===== src/rtl/alu_pkg.sv =====
// ============================================================================
// Module  : alu_pkg
// Brief   : Shared width, opcode and state definitions for the ALU driver.
// Revision: 1.0 - initial release
// ============================================================================
`default_nettype none

package alu_pkg;

  localparam int W = 4;

  localparam logic [2:0] OP_ADD  = 3'b000;
  localparam logic [2:0] OP_SUB  = 3'b001;
  localparam logic [2:0] OP_MUL  = 3'b010;
  localparam logic [2:0] OP_DIV  = 3'b011;
  localparam logic [2:0] OP_MOD  = 3'b100;
  localparam logic [2:0] OP_XOR  = 3'b101;
  localparam logic [2:0] OP_NOTA = 3'b110;
  localparam logic [2:0] OP_LAND = 3'b111;

  typedef enum logic [0:0] {
    ST_IDLE  = 1'b0,
    ST_ISSUE = 1'b1
  } state_t;

  typedef struct packed {
    logic [W-1:0] data;
    logic         err;
  } rsp_t;

  localparam int RSP_W = $bits(rsp_t);

endpackage

`default_nettype wire


===== src/rtl/alu_rsp_fifo.sv =====
// ============================================================================
// Module  : alu_rsp_fifo
// Brief   : Small count-based response FIFO, any depth from 1 to 4.
// Revision: 1.0 - initial release
// ============================================================================
`default_nettype none

module alu_rsp_fifo #(
  parameter int DEPTH = 2,
  parameter int DW    = 5,
  parameter int CW    = $clog2(DEPTH + 1)
) (
  input  logic          clk,
  input  logic          rst_n,
  input  logic          push,
  input  logic [DW-1:0] push_data,
  input  logic          pop,
  output logic [DW-1:0] head_data,
  output logic [CW-1:0] count,
  output logic          empty
);

  localparam int PW = (DEPTH > 1) ? $clog2(DEPTH) : 1;
  localparam logic [PW-1:0] c_last  = PW'(DEPTH - 1);
  localparam logic [CW-1:0] c_depth = CW'(DEPTH);

  logic [DW-1:0] r_mem [DEPTH];
  logic [PW-1:0] r_wr_ptr;
  logic [PW-1:0] r_rd_ptr;
  logic [CW-1:0] r_count;
  logic          w_full;
  logic          w_push;
  logic          w_pop;

  assign w_full    = (r_count == c_depth);
  assign empty     = (r_count == '0);
  assign count     = r_count;
  assign w_push    = push & ~w_full;
  assign w_pop     = pop & ~empty;
  assign head_data = r_mem[r_rd_ptr];

  // Pointers wrap explicitly so non-power-of-two depths work.
  always_ff @(posedge clk or negedge rst_n) begin
    if (!rst_n) begin
      r_wr_ptr <= '0;
      r_rd_ptr <= '0;
      r_count  <= '0;
      for (int i = 0; i < DEPTH; i++) r_mem[i] <= '0;
    end else begin
      if (w_push) begin
        r_mem[r_wr_ptr] <= push_data;
        r_wr_ptr        <= (r_wr_ptr == c_last) ? '0 : r_wr_ptr + 1'b1;
      end
      if (w_pop) r_rd_ptr <= (r_rd_ptr == c_last) ? '0 : r_rd_ptr + 1'b1;
      case ({w_push, w_pop})
        2'b10:   r_count <= r_count + 1'b1;
        2'b01:   r_count <= r_count - 1'b1;
        default: r_count <= r_count;
      endcase
    end
  end

endmodule

`default_nettype wire


===== src/rtl/alu_driver.sv =====
// ============================================================================
// Module  : alu_driver
// Brief   : Accumulator-based command driver for an external combinational ALU.
// Revision: 1.0 - initial release
// ============================================================================
`default_nettype none

module alu_driver #(
  parameter int RSP_DEPTH = 2,
  parameter int W         = alu_pkg::W
) (
  input  logic         clk,
  input  logic         rst_n,
  input  logic         cmd_valid,
  output logic         cmd_ready,
  input  logic         cmd_load,
  input  logic [2:0]   cmd_op,
  input  logic [W-1:0] cmd_b,
  output logic [W-1:0] alu_a,
  output logic [W-1:0] alu_b,
  output logic [2:0]   alu_op,
  output logic         alu_go,
  input  logic [W-1:0] alu_x,
  output logic         rsp_valid,
  input  logic         rsp_ready,
  output logic [W-1:0] rsp_data,
  output logic         rsp_err
);

  import alu_pkg::*;

  localparam int CW = $clog2(RSP_DEPTH + 1);
  localparam logic [CW:0] c_depth = (CW + 1)'(RSP_DEPTH);

  state_t       r_state;
  logic [W-1:0] r_acc;
  logic [W-1:0] r_alu_b;
  logic [2:0]   r_alu_op;
  logic         r_go;

  logic [CW-1:0] w_count;
  logic [CW:0]   w_used;
  logic          w_empty;
  logic          w_accept;
  logic          w_divz;
  logic          w_push;
  rsp_t          w_push_rsp;
  rsp_t          w_head;

  // An in-flight ISSUE already owns a slot, so it counts as occupied.
  assign w_used    = {1'b0, w_count} + {{CW{1'b0}}, (r_state == ST_ISSUE)};
  assign cmd_ready = (r_state == ST_IDLE) && (w_used < c_depth);
  assign w_accept  = cmd_valid & cmd_ready;
  assign w_divz    = ((cmd_op == OP_DIV) || (cmd_op == OP_MOD)) && (cmd_b == '0);

  always_comb begin
    w_push     = 1'b0;
    w_push_rsp = '0;
    if (r_state == ST_ISSUE) begin
      w_push     = 1'b1;
      w_push_rsp = '{data: alu_x, err: 1'b0};
    end else if (w_accept && cmd_load) begin
      w_push     = 1'b1;
      w_push_rsp = '{data: cmd_b, err: 1'b0};
    end else if (w_accept && w_divz) begin
      w_push     = 1'b1;
      w_push_rsp = '{data: r_acc, err: 1'b1};
    end
  end

  always_ff @(posedge clk or negedge rst_n) begin
    if (!rst_n) begin
      r_state  <= ST_IDLE;
      r_acc    <= '0;
      r_alu_b  <= '0;
      r_alu_op <= OP_ADD;
      r_go     <= 1'b0;
    end else begin
      case (r_state)
        ST_IDLE: begin
          if (w_accept) begin
            if (cmd_load) begin
              r_acc <= cmd_b;
            end else if (!w_divz) begin
              r_alu_b  <= cmd_b;
              r_alu_op <= cmd_op;
              r_go     <= 1'b1;
              r_state  <= ST_ISSUE;
            end
          end
        end
        ST_ISSUE: begin
          r_acc   <= alu_x;
          r_go    <= 1'b0;
          r_state <= ST_IDLE;
        end
        default: begin
          r_go    <= 1'b0;
          r_state <= ST_IDLE;
        end
      endcase
    end
  end

  alu_rsp_fifo #(
    .DEPTH (RSP_DEPTH),
    .DW    (RSP_W),
    .CW    (CW)
  ) u_rsp_fifo (
    .clk       (clk),
    .rst_n     (rst_n),
    .push      (w_push),
    .push_data (w_push_rsp),
    .pop       (rsp_valid & rsp_ready),
    .head_data (w_head),
    .count     (w_count),
    .empty     (w_empty)
  );

  assign alu_a     = r_acc;
  assign alu_b     = r_alu_b;
  assign alu_op    = r_alu_op;
  assign alu_go    = r_go;
  assign rsp_valid = ~w_empty;
  assign rsp_data  = w_head.data;
  assign rsp_err   = w_head.err;

endmodule

`default_nettype wire


===== config.mk =====
export PLATFORM = sky130hd
export DESIGN_NAME = alu_driver
export DESIGN_NICKNAME = d
export VERILOG_FILES = /design/src/rtl/alu_pkg.sv /design/src/rtl/alu_rsp_fifo.sv /design/src/rtl/alu_driver.sv
export SDC_FILE = /design/constraint.sdc
export NUM_CORES = 1
export LEC_CHECK = 0
export CORE_MARGIN = 2
export CORE_UTILIZATION = 45
export DETAILED_ROUTE_END_ITERATION = 10
export PLACE_DENSITY = 0.75
export SLEW_MARGIN = 20
export SYNTH_ARGS = -nofsm -noshare
export SYNTH_HDL_FRONTEND = slang
export SYNTH_HIERARCHICAL = 1
export SYNTH_SLANG_ARGS = --single-unit

===== constraint.sdc =====
create_clock -name clk -period 2.4 [get_ports clk]
set_clock_uncertainty 0.1 [all_clocks]
set_input_delay 0.6 -clock clk [delete_from_list [all_inputs] [get_ports clk]]
set_output_delay 0.6 -clock clk [all_outputs]
set_load 0.01 [all_outputs]

After elaboration in Yosys (flattened, before gate mapping)
Index checks and enable logic that the tools add are counted.
- bitwise logic cells: 11
- magnitude comparators: 4
- muxes and demuxes: 26
- reductions and logical operators: 12
- equality and inequality tests: 9
- $add $sub $neg: 5
- operator list (cell ; number):
    $mux W5 ; 7
    $mux W1 ; 11
    $bwmux W10 ; 1
    $mux W4 ; 2
    $ne A2 B2 Y1 const B ; 4
    $pmux W4 S2 ; 1
    $demux W5 S1 ; 1
    $logic_and A1 B1 Y1 ; 5
    $not A1 Y1 ; 5
    $and A1 B1 Y1 ; 4
    $eq A2 B2 Y1 const B ; 2
    $ge A2 B2 Y1 const B ; 2
    $logic_not A4 Y1 ; 1
    $not A1 Y2 ; 2
    $pmux W1 S2 ; 2
    $pmux W2 S2 ; 1
    $reduce_and A4 Y1 ; 1
    $add A2 B1 Y3 ; 1
    $eq A3 B2 Y1 const B ; 1
    $eq A3 B3 Y1 const B ; 1
    $lt A3 B2 Y1 const B ; 1
    $reduce_and A3 Y1 ; 1
    $add A1 B1 Y1 const B ; 2
    $add A2 B1 Y2 const B ; 1
    other kinds (7) ; 7
- word-level logic and storage cells: 77
- register bits after elaboration: 27
- input bits: 16
- output and inout bits: 19

Longest topological paths before layout
Gate-level depths: netlist of the first run.
- depth in word-level cells: 11
- mapped depth: 9
- gate-level depth less buffers: 8

Hierarchy
The synthesis of the first run kept the hierarchy.
- modules (own cells, without submodules) (module ; cells an instance ; seq. area each (um^2) ; area an instance (um^2) ; instances):
    alu_driver ; 72 ; 325.3 ; 778.2 ; 1
    alu_rsp_fifo ; 45 ; 350.3 ; 690.7 ; 1

Least setup slack after synthesis of the first run
No wires, ideal clock.
- path kind: input port to flip-flop
- start: input cmd_b[1]
- end: register u_rsp_fifo.r_count[1], in the netlist u_rsp_fifo/count[1]
- arrival time: 2154 ps
- buffers on the path: 0
- setup time: 79 ps
- cell stages on the path: 7
- required time: 2221 ps
- setup slack: 67 ps
- path through: nor4_1 -> o2111ai_1 -> nand2_1 -> nand2_1 -> ha_1 -> nor2_1 -> xor2_1
- word-level cells in the longest chain between the ends: 9
- elaborated cells between the ends (all ways): 11
- classes of those cells: 2 x eq/ne; 4 x mux; 1 x bitwise; 4 x reduce/logical
- ends and longest elaborated chain (element ; line ; source):
    start: declaration ; alu_driver.sv:18 ; input logic [W-1:0] cmd_b,
    $logic_not A4 Y1 * ; alu_driver.sv:54 ; assign w_divz = ((cmd_op == OP_DIV) || (cmd_op == OP_MOD)) && (cmd_b == '0);
    $logic_and A1 B1 Y1 * ; alu_driver.sv:54 ;
    $logic_and A1 B1 Y1 * ; alu_driver.sv:65 ; end else if (w_accept && w_divz) begin
    $mux W1 * ; alu_driver.sv:65 ;
    $mux W1 * ; alu_driver.sv:62 ; end else if (w_accept && cmd_load) begin
    $mux W1 * ; alu_driver.sv:59 ; if (r_state == ST_ISSUE) begin
    via w_push ; alu_driver.sv:46 ; logic w_push;
    $and A1 B1 Y1 * ; alu_rsp_fifo.sv:38 ; assign w_push = push & ~w_full;
    $eq A2 B1 Y1 or $eq A2 B2 Y1 (tied branches) ; alu_rsp_fifo.sv:55 ; case ({w_push, w_pop})
    $pmux W2 S2 or $reduce_bool A2 Y1 (tied branches) ; -- ;
    end signal: assignment ; alu_rsp_fifo.sv:56 ; 2'b10: r_count <= r_count + 1'b1;
    end signal: assignment ; alu_rsp_fifo.sv:57 ; 2'b01: r_count <= r_count - 1'b1;
    end signal: assignment ; alu_rsp_fifo.sv:58 ; default: r_count <= r_count;
    end: declaration ; alu_rsp_fifo.sv:30 ; logic [CW-1:0] r_count;
The timed path passes the listed nets; every way through them passes the cells marked *.
A chain may end at the register's enable or synchronous reset.

Final worst setup path of the first run
- start: register u_rsp_fifo.r_rd_ptr
- end: output rsp_data[3]
- word-level cells in the longest chain between the ends: 4
- ends and longest elaborated chain (element ; line ; source):
    start: declaration ; alu_rsp_fifo.sv:29 ; logic [PW-1:0] r_rd_ptr;
    start signal: assignment ; alu_rsp_fifo.sv:54 ; if (w_pop) r_rd_ptr <= (r_rd_ptr == c_last) ? '0 : r_rd_ptr + 1'b1;
    $not A1 Y2 (implied by the code) ; alu_rsp_fifo.sv:40 ; assign head_data = r_mem[r_rd_ptr];
    $mux W5 (implied by the code) (3 in a row) ; alu_rsp_fifo.sv:40 ;
    end: declaration ; alu_driver.sv:26 ; output logic [W-1:0] rsp_data,
No other way between the ends. The select of a mux whose other input is x is not followed.

==> summary.txt, run 1 <==
CP max-delay cell: clkdlybuf4s50_1
sequential power share: 0.399
Clock Sinks: 27
slowest stage delay, CP: 0.48 ns
leak pwr: 0.922 nW
Multi-input gate area: 713 sq um
CP max FO: 6
Max-cap violations: 0
GRT overflow: 0
core area: 3080 sq um
Initial DRT Pass Iterations: 4
# hold bufs at CTS: 0
Fmax achieved: 0.428 GHz
final setup fails: 0
Async S/R FF share, synth: 1.00
crit path cell chain: mux2_2 -> clkdlybuf4s50_1
Post-Synthesis Cells: 117
initial core utilization: 0.477
syn nets: 134
Final Hold Fails: 0
Final Instance Count excl. Fillers: 209
switching part of the total: 0.350
GR Util All Layers: 0.191
post-DR vias/cell: 5.30
IO Port Bufs: 34
Avg Synthesized Cell Area: 12.6 sq um
Die X: 61.1 um
Final min period: 2.34 ns
Clk pwr share: 0.101
Register Area: 678 sq um
largest net degree at the start of global routing: 28
CP Capture Type: output port
DP HPWL: 2.53 mm
Post-Route WL: 3.28 mm
Synth top area share: 0.460
Mapped Area: 1470 sq um
dpl cells: 204
largest area contributor in the netlist: dfrtp_1
fill count: 245
Worst-path clk slew: 0.16 ns
Worst Hold Class: register to register
Nets: 183
worst-skew pair later-pin latency: 0.34 ns
DRC errors left: 0
clk root buf: clkbuf_4
Die Y: 61.1 um
main area contributors after synthesis: dfrtp_1 46%, mux2_4 12%, mux2i_1 5.5%, mux2_2 5.4%, a211oi_1 3.1%
Yosys warning count: 6
Seq/Total Area, Yosys: 0.460
Worst EP arrival: 1.64 ns
FP Rows: 20
Rel. slew slack: 0.735
DRT antenna net count: 0
Via Count: 1108
Distinct cells, synth: 32
EDFF count, synth: 0
Int Pwr: 0.00136 W
CTS tree: done
Hold Path Origin: u_rsp_fifo/r_wr_ptr
Yosys reg bits: 27
final hold slack: 0.401 ns
post-detailed-route wirelength per cell: 15.7 um
Iter 0 DRT Violations: 32
status: completed
Post-synth top flop: dfrtp_1
GPL Wtd Cong: 0.746
initial antenna violation count: 0
worst slew pin tran: 0.392 ns
Worst R2R Start: u_rsp_fifo/count[1]
TNS Setup: 0 ns
Worst Setup SP: u_rsp_fifo/r_rd_ptr
Combinational Power Share: 0.500
Synth top cells by count: 27 x dfrtp_1, 12 x mux2_4, 8 x inv_1, 8 x mux2i_1, 7 x mux2_2
vias in the first global route: 1126
required time of the worst setup path: 1.70 ns
crit start category: register
RSZ-0062 raised after global routing: no
Die ar.: 3740 sq um
Switching Power: 0.000732 W
Tcrit/Tclk final: 0.973
Ant. Diodes: 0
CTS Buffer Depth: 2
power per cell area: 1050 nW/um^2
htree depth: 1
layout cells sized above 1: 0.279
TritonCTS Buffers: 3
Final Cell Area: 1990 sq um
Layout area overhead: 35.3%
most frequent cell after synthesis: dfrtp_1
Ports: 35
peak supply drop: 685 uV
placed inst area: 1940 sq um
Pins Over Slew Limit: 0
first-pass GRT wire length: 5.15 mm
Crit Path Class: register to output port
## timing repair
item                       4_1_cts  5_1_grt
setup buffers                    0        1
setup endpoints to repair        5       10
resized for setup                1        2
## flip-flops by register name (all words and copies together) (netlist names)
register / cells
u_rsp_fifo/count: 2
r_state: 1
alu_go: 1
u_rsp_fifo/r_wr_ptr: 1
alu_b: 4
u_rsp_fifo/r_mem: 10
alu_a: 4
alu_op: 3
u_rsp_fifo/r_rd_ptr: 1
## power by group through the flow
stage	logic [W]	clock network [W]	registers [W]
6_report	0.00105	0.000212	0.000834
3_3_place_gp	0.00100	0	0.000828
3_5_place_dp	0.00103	0	0.000845
2_1_floorplan	0.000575	0	0.000825
5_1_grt	0.00112	0.000231	0.000862
4_1_cts	0.00104	0.000214	0.000837
## kinds of logic (layout without fill, tap and decap cells)
group | after synthesis | in the layout | share of synthesized area
AO/OA/AOI/OAI | 25 | 25 | 0.129
XOR/XNOR | 5 | 5 | 0.0298
adder cells (fa/ha/maj) | 1 | 1 | 0.00852
buffers and inverters | 15 | 63 | 0.0588
flip-flops | 27 | 27 | 0.460
multiplexers | 27 | 27 | 0.231
AND/OR/NAND/NOR | 17 | 17 | 0.0826
## through the flow
| stage | utilization | setup WS (ns) | total power, W |
|---|---|---|---|
| CTS | 0.641 | 0.0382 | 0.00209 |
| detailed placement | 0.630 | -0.293 | 0.00188 |
| floorplan | - | 0.0666 | 0.00140 |
| finish | 0.646 | 0.0642 | 0.00209 |
| global route | 0.646 | 0.00481 | 0.00221 |
| global placement | 0.630 | -0.220 | 0.00183 |
## placed cells by master (no fill, tap or decap), drive strengths merged, types with 2 or more instances in the layout
cell,synthesis,final
clkdlybuf4s50,0,34
dfrtp,27,27
mux2,19,19
buf,5,17
mux2i,8,8
inv,8,8
a211oi,6,6
o2bb2ai,4,4
nor2,4,4
a21o,4,4
o32ai,3,3
a21oi,3,3
clkbuf,2,3
xnor2,3,3
and3b,2,2
nor2b,2,2
nand2,2,2
xor2,2,2
## layer usage
metal  vias up  wire (um)  global-route usage
li1        525          -                   -
met1       562       1490               0.250
met2        19       1700               0.321
met3         2         79              0.0315
met4         0         12              0.0683
met5         -          0                   0
## layout make-up
class                           instances  area share
Inverter                                8      0.0151
Clock inverter                          1     0.00378
Clock buffer                            3      0.0113
Timing Repair Buffer                   51       0.242
Tap cell                               44      0.0277
Multi-Input combinational cell         75       0.359
Sequential cell                        27       0.341
## worst max-delay path, delay by kind of cell, from the launching register on
| family | cells | cell delay [ns] |
|---|---|---|
| mux | 1 | 0.35 |
| flops | 1 | 0.47 |
| buf+inv | 1 | 0.48 |
## path summary, 6_finish.rpt
check                                      end  slack [ns]  cells past startpoint
max reg2reg                u_rsp_fifo/r_mem[7]        0.49                      5
min                        u_rsp_fifo/r_wr_ptr        0.40                      1
max in group asynchronous              r_state        1.42                      2
min reg2reg                u_rsp_fifo/r_wr_ptr        0.40                      1
max                                rsp_data[3]        0.06                      2
min in group asynchronous             alu_b[3]        0.51                      2
Power figures use the tool's default switching activity.
==> inputs of run 2 (changes only) <==
--- a/config.mk
+++ b/config.mk
@@ -8,9 +8,8 @@
 export CORE_MARGIN = 2
 export CORE_UTILIZATION = 45
 export DETAILED_ROUTE_END_ITERATION = 10
-export PLACE_DENSITY = 0.75
-export SLEW_MARGIN = 20
+export PLACE_DENSITY = 0.77
+export SLEW_MARGIN = 0
 export SYNTH_ARGS = -nofsm -noshare
 export SYNTH_HDL_FRONTEND = slang
-export SYNTH_HIERARCHICAL = 1
 export SYNTH_SLANG_ARGS = --single-unit
==> run 2 against run 1 <==
Synthesized area is 9.3% lower. Clock-buffer cell count stayed put. Combinational power is 10% lower. Sequential cell count stayed put. Sequential power is 5.0% lower. Worst hold slack better by 0.020 ns. Register-to-register slack better by 0.14 ns. Largest power group unchanged. Critical endpoint is now rsp_data[2]. Cell area is 8.3% lower. Clock power is 7% lower.
==> summary.txt, run 2 <==
GPL Wtd Cong: 0.771 (was 0.746)
Synth top area share: 0.507 (was 0.460)
Initial DRT Pass Iterations: 4 (unchanged)
Final Hold Fails: 0 (unchanged)
TNS Setup: 0 ns (unchanged)
Worst EP arrival: 1.62 ns (was 1.64 ns)
post-DR vias/cell: 5.24 (was 5.30)
Final Cell Area: 1820 sq um (was 1990 sq um)
Worst Hold Class: register to register (unchanged)
Nets: 164 (was 183)
Final Power: 0.00193 W (was 0.00209 W)
worst-skew pair later-pin latency: 0.32 ns (was 0.34 ns)
Tcrit/Tclk final: 0.968 (was 0.973)
max reg flops: 10 (unchanged)
FP Rows: 19 (was 20)
Async S/R FF share, synth: 1.00 (unchanged)
layout cells sized above 1: 0.336 (was 0.279)
syn nets: 115 (was 134)
commonest cells after routing, fill and taps aside: 34 x clkdlybuf4s50_1, 26 x dfrtp_1, 20 x mux2_2 (was 34 x clkdlybuf4s50_1, 25 x dfrtp_1, 16 x buf_4)
placed inst area: 1790 sq um (was 1940 sq um)
leak pwr: 0.808 nW (was 0.922 nW)
Yosys warning count: 0 (was 6)
Clock Sinks: 27 (unchanged)
worst slew pin tran: 0.378 ns (was 0.392 ns)
Ports: 35 (unchanged)
Fmax achieved: 0.430 GHz (was 0.428 GHz)
dpl cells: 173 (was 204)
fill count: 217 (was 245)
commonest non-fill, non-tap cell in the layout: clkdlybuf4s50_1 (unchanged)
initial antenna violation count: 0 (unchanged)
Layout area overhead: 36.7% (was 35.3%)
TritonCTS Buffers: 3 (unchanged)
DRC errors left: 0 (unchanged)
Crit Path Class: register to output port (unchanged)
Final min period: 2.32 ns (was 2.34 ns)
vias in the first global route: 980 (was 1126)
Die Y: 58.4 um (was 61.1 um)
Rel. slew slack: 0.748 (was 0.735)
main area contributors after synthesis: dfrtp_1 51%, mux2_2 17%, mux2i_1 3.0%, o2bb2ai_1 2.6%, mux2_4 2.3% (was dfrtp_1 46%, mux2_4 12%, mux2i_1 5.5%, mux2_2 5.4%, a211oi_1 3.1%)
Worst-path clk slew: 0.15 ns (was 0.16 ns)
Synth top cells by count: 27 x dfrtp_1, 20 x mux2_2, 7 x nor2_1 (was 27 x dfrtp_1, 12 x mux2_4, 8 x inv_1, 8 x mux2i_1, 7 x mux2_2)
CP max FO: 6 (unchanged)
Post-synth top flop: dfrtp_1 (unchanged)
first-pass GRT wire length: 4.45 mm (was 5.15 mm)
core area: 2780 sq um (was 3080 sq um)
largest area contributor in the netlist: dfrtp_1 (unchanged)
CTS tree: done (unchanged)
final setup fails: 0 (unchanged)
required time of the worst setup path: 1.70 ns (about the same)
buffer count from post-CTS setup fixing: 0 (unchanged)
DRT antenna net count: 0 (unchanged)
Seq/Total Area, Yosys: 0.507 (was 0.460)
Yosys reg bits: 27 (unchanged)
RSZ-0062 raised after global routing: no (unchanged)
Mapped Area: 1330 sq um (was 1470 sq um)
Iter 0 DRT Violations: 19 (was 32)
Ant. Diodes: 0 (unchanged)
most frequent cell after synthesis: dfrtp_1 (unchanged)
IO Port Bufs: 34 (unchanged)
htree depth: 1 (unchanged)
final hold slack: 0.421 ns (was 0.401 ns)
DP HPWL: 2.00 mm (was 2.53 mm)
largest net degree at the start of global routing: 28 (unchanged)
Pins Over Slew Limit: 0 (unchanged)
power per cell area: 1060 nW/um^2 (was 1050 nW/um^2)
Max-cap violations: 0 (unchanged)
crit start category: register (unchanged)
GR Util All Layers: 0.170 (was 0.191)
Final Instance Count excl. Fillers: 177 (was 209)
Distinct cells, synth: 30 (was 32)
Die X: 58.4 um (was 61.1 um)
GRT overflow: 0 (unchanged)
CP Capture Type: output port (unchanged)
Via Count: 928 (was 1108)
Post-Route WL: 2.57 mm (was 3.28 mm)
clk root buf: clkbuf_4 (unchanged)
CTS Buffer Depth: 2 (unchanged)
status: completed (unchanged)
EDFF count, synth: 0 (unchanged)
Post-Synthesis Cells: 98 (was 117)
largest reg by FF count: u_rsp_fifo.r_mem (was u_rsp_fifo/r_mem)
initial core utilization: 0.479 (was 0.477)
peak supply drop: 797 uV (was 685 uV)
Die ar.: 3410 sq um (was 3740 sq um)
Avg Synthesized Cell Area: 13.6 sq um (was 12.6 sq um)
post-detailed-route wirelength per cell: 14.5 um (was 15.7 um)
[run 2: cell count changes after synthesis, sizes merged, moves of 3 or more]
cell	change
a21o	-3
nor2	+3
mux2i	-4
mux2	+3
inv	-4
buf	-4
a211oi	-6
[run 2: timing repair]
action,4_1_cts,5_1_grt
resized for setup,1,0
setup endpoints to repair,5,0
hold buffers,0,0
[run 2: final timing paths]
path                            slack (ns)             endpoint                 from  cells past startpoint
worst max register to register        0.63  u_rsp_fifo.count[1]  u_rsp_fifo.count[1]                      5
min in group asynchronous             0.52  u_rsp_fifo.count[1]                rst_n                      2
worst max-delay path                  0.08          rsp_data[2]  u_rsp_fifo.r_rd_ptr                      2
worst min-delay path                  0.42            alu_op[2]            alu_op[2]                      1
worst min register to register        0.42            alu_op[2]            alu_op[2]                      1
max in group asynchronous             1.41  u_rsp_fifo.r_rd_ptr                rst_n                      2
[run 2: power breakdown]
part	leakage [nW]	switching [W]	internal [W]	total (W)
registers	0.333	0.000148	0.000644	0.000792
logic	0.457	0.000365	0.000576	0.000940
clock network	0.0177	0.000135	0.0000624	0.000198
total	0.808	0.000648	0.00128	0.00193
[run 2: final cells by class]
type,instances,area (sq um),area share
sequential,27,677,0.372
multi-input combinational,65,633,0.348
timing repair buffer,46,430,0.236
tap,31,38.8,0.0213
clock buffer,3,22.5,0.0124
inverter,4,15.0,0.00824
clock inverter,1,5.00,0.00275
[run 2: metal layers]
layer  global-route usage  vias to the layer above  share of wire
met3               0.0264                        2          0.024
li1                     -                      454              -
met4               0.0498                        0         0.0074
met2                0.283                       14           0.49
met5                    0                        -              0
met1                0.231                      458           0.48
[run 2: critical path, stage by stage, from the launching register on]
cell and delay, ns:
dfrtp_2 0.47, mux2_2 0.35, clkdlybuf4s50_1 0.48
[run 2: kinds of logic after synthesis]
kind of cell,after synthesis,synth area share
DFF,27,0.507
muxes,26,0.222
and+or+nand+nor,17,0.0873
AOI/OAI and AO/OA,16,0.124
buffers and inverters,6,0.0178
xor gates and xnor gates,5,0.0329
adders and majority gates,1,0.00939
[run 2: per-stage QoR]
step	utilization	setup WS (ns)
detailed placement	0.645	-0.232
finish	0.655	0.0760
floorplan	-	0.284
CTS	0.655	0.0598
global route	0.655	0.00719
global placement	0.645	-0.195
==> inputs of run 3 (changes only) <==
--- a/config.mk
+++ b/config.mk
@@ -5,6 +5,7 @@
 export SDC_FILE = /design/constraint.sdc
 export NUM_CORES = 1
 export LEC_CHECK = 0
+export CORE_ASPECT_RATIO = 1.75
 export CORE_MARGIN = 2
 export CORE_UTILIZATION = 45
 export DETAILED_ROUTE_END_ITERATION = 10
==> run 3 against run 2 <==
Cell area up 1.2%. Global-route usage up 0.43 points. Clock power up 34%. Die area up 0.51%. Critical path type unchanged.
==> summary.txt, run 3 (same netlist as run 2, synthesis figures left out) <==
Final Hold Fails: 0 (unchanged)
htree depth: 1 (unchanged)
CP max FO: 6 (unchanged)
Final Cell Area: 1840 sq um (was 1820 sq um)
TritonCTS Buffers: 3 (unchanged)
Via Count: 951 (was 928)
Rel. slew slack: 0.755 (was 0.748)
slowest stage delay, CP: 0.50 ns (was 0.48 ns)
CTS tree: done (unchanged)
DRT antenna net count: 0 (unchanged)
fill count: 238 (was 217)
crit start category: register (unchanged)
Die X: 45.1 um (was 58.4 um)
Tcrit/Tclk final: 0.966 (was 0.968)
post-DR vias/cell: 5.50 (was 5.24)
Final min period: 2.32 ns (about the same)
DP HPWL: 2.12 mm (was 2.00 mm)
core area: 2860 sq um (was 2780 sq um)
Die ar.: 3430 sq um (was 3410 sq um)
CP max-delay cell: dfrtp_1 (was clkdlybuf4s50_1)
DRC errors left: 0 (unchanged)
GR Util All Layers: 0.175 (was 0.170)
final hold slack: 0.414 ns (was 0.421 ns)
Post-Route WL: 2.79 mm (was 2.57 mm)
crit path cell chain: mux2_2 -> clkdlybuf4s50_1 (unchanged)
largest net degree at the start of global routing: 28 (unchanged)
WHS Path Cells: 1 (unchanged)
worst slew pin tran: 0.368 ns (was 0.378 ns)
final setup fails: 0 (unchanged)
IO Port Bufs: 34 (unchanged)
status: completed (unchanged)
first-pass GRT wire length: 4.57 mm (was 4.45 mm)
GPL Wtd Cong: 0.826 (was 0.771)
Max-cap violations: 0 (unchanged)
post-detailed-route wirelength per cell: 16.1 um (was 14.5 um)
GRT overflow: 0 (unchanged)
layout cells sized above 1: 0.338 (was 0.336)
Fmax achieved: 0.431 GHz (was 0.430 GHz)
peak supply drop: 744 uV (was 797 uV)
placed inst area: 1780 sq um (was 1790 sq um)
Nets: 163 (was 164)
dpl cells: 169 (was 173)
worst-skew pair later-pin latency: 0.27 ns (was 0.32 ns)
CP Capture Type: output port (unchanged)
Ports: 35 (unchanged)
leak pwr: 0.828 nW (was 0.808 nW)
max reg flops: 10 (unchanged)
initial antenna violation count: 0 (unchanged)
Die Y: 76.0 um (was 58.4 um)
FP Rows: 26 (was 19)
power per cell area: 1090 nW/um^2 (was 1060 nW/um^2)
vias in the first global route: 969 (was 980)
initial core utilization: 0.465 (was 0.479)
required time of the worst setup path: 1.70 ns (about the same)
Worst-path clk slew: 0.10 ns (was 0.15 ns)
Crit Path Class: register to output port (unchanged)
commonest non-fill, non-tap cell in the layout: clkdlybuf4s50_1 (unchanged)
CTS Buffer Depth: 2 (unchanged)
RSZ-0062 raised after global routing: no (unchanged)
Iter 0 DRT Violations: 14 (was 19)
Worst Reg-to-Reg Cells: 6 (was 5)
Final Instance Count excl. Fillers: 173 (was 177)
Initial DRT Pass Iterations: 4 (unchanged)
Worst EP arrival: 1.62 ns (about the same)
Layout area overhead: 38.3% (was 36.7%)
clk root buf: clkbuf_8 (was clkbuf_4)
Ant. Diodes: 0 (unchanged)
buffer count from post-CTS setup fixing: 0 (unchanged)
Pins Over Slew Limit: 0 (unchanged)
Clock Sinks: 27 (unchanged)
Worst Hold Class: register to register (unchanged)
commonest cells after routing, fill and taps aside: 32 x clkdlybuf4s50_1, 27 x dfrtp_1, 20 x mux2_2 (was 34 x clkdlybuf4s50_1, 26 x dfrtp_1, 20 x mux2_2)
largest reg by FF count: u_rsp_fifo.r_mem (unchanged)
-- run 3: changes by cell type in the layout (fill, tap and decap cells not counted), moves of 2 or more --
cell / before / now
clkbuf_4: 3 / 0
clkdlybuf4s50_1: 34 / 32
dlymetal6s2s_1: 0 / 2
clkbuf_8: 0 / 3
-- run 3: timing repair --
item,in CTS,in global routing
hold buffers,0,0
endpoints found under the hold margin,0,0
endpoints found under the setup margin,0,1
resized for setup,0,4
-- run 3: worst max-delay path, delay by kind of cell (launching register included) --
family                 cells  cell delay (ns)
DFF                        1             0.50
buffers and inverters      1             0.48
muxes                      1             0.37
-- run 3: worst paths after layout --
kind | slack (ns) | startpoint | to
worst max-delay path | 0.08 | u_rsp_fifo.r_rd_ptr | rsp_data[1]
worst min-delay path | 0.41 | u_rsp_fifo.r_mem[7] | u_rsp_fifo.r_mem[7]
worst max register to register | 0.64 | u_rsp_fifo.count[1] | u_rsp_fifo.count[1]
worst min register to register | 0.41 | u_rsp_fifo.r_mem[7] | u_rsp_fifo.r_mem[7]
max in group asynchronous | 1.34 | rst_n | u_rsp_fifo.r_mem[0]
min in group asynchronous | 0.60 | rst_n | u_rsp_fifo.r_mem[3]
-- run 3: layout make-up --
cell class / count / area [sq um] / area share
clock inverters: 1 / 7.51 / 0.00407
well taps: 28 / 35.0 / 0.0190
multi-input cells: 65 / 641 / 0.348
clock buffers: 3 / 41.3 / 0.0224
inverters: 4 / 15.0 / 0.00815
flip-flops and latches: 27 / 676 / 0.367
repair buffers: 45 / 428 / 0.232
-- run 3: layer usage --
layer | vias up | global-route usage | part of all wire
met5 | - | 0 | 0
met4 | 0 | 0.0353 | 0.0068
met3 | 2 | 0.0261 | 0.032
met2 | 23 | 0.309 | 0.56
met1 | 474 | 0.216 | 0.40
li1 | 452 | - | -
-- run 3: report_power, final --
part | internal, W | leakage, nW | switching (W)
clock network | 0.000118 | 0.0217 | 0.000148
registers | 0.000643 | 0.334 | 0.000156
logic | 0.000578 | 0.472 | 0.000373
total | 0.00134 | 0.828 | 0.000677
-- run 3: stage by stage --
stage | setup TNS [ns] | total power, W | setup WS, ns | util
after floorplan | 0 | 0.00129 | 0.284 | -
after global placement | -1.32 | 0.00172 | -0.208 | 0.622
after detailed placement | -1.90 | 0.00176 | -0.268 | 0.622
after CTS | 0 | 0.00202 | 0.0151 | 0.639
after global routing | 0 | 0.00214 | 0.00287 | 0.644
final | 0 | 0.00202 | 0.0808 | 0.644
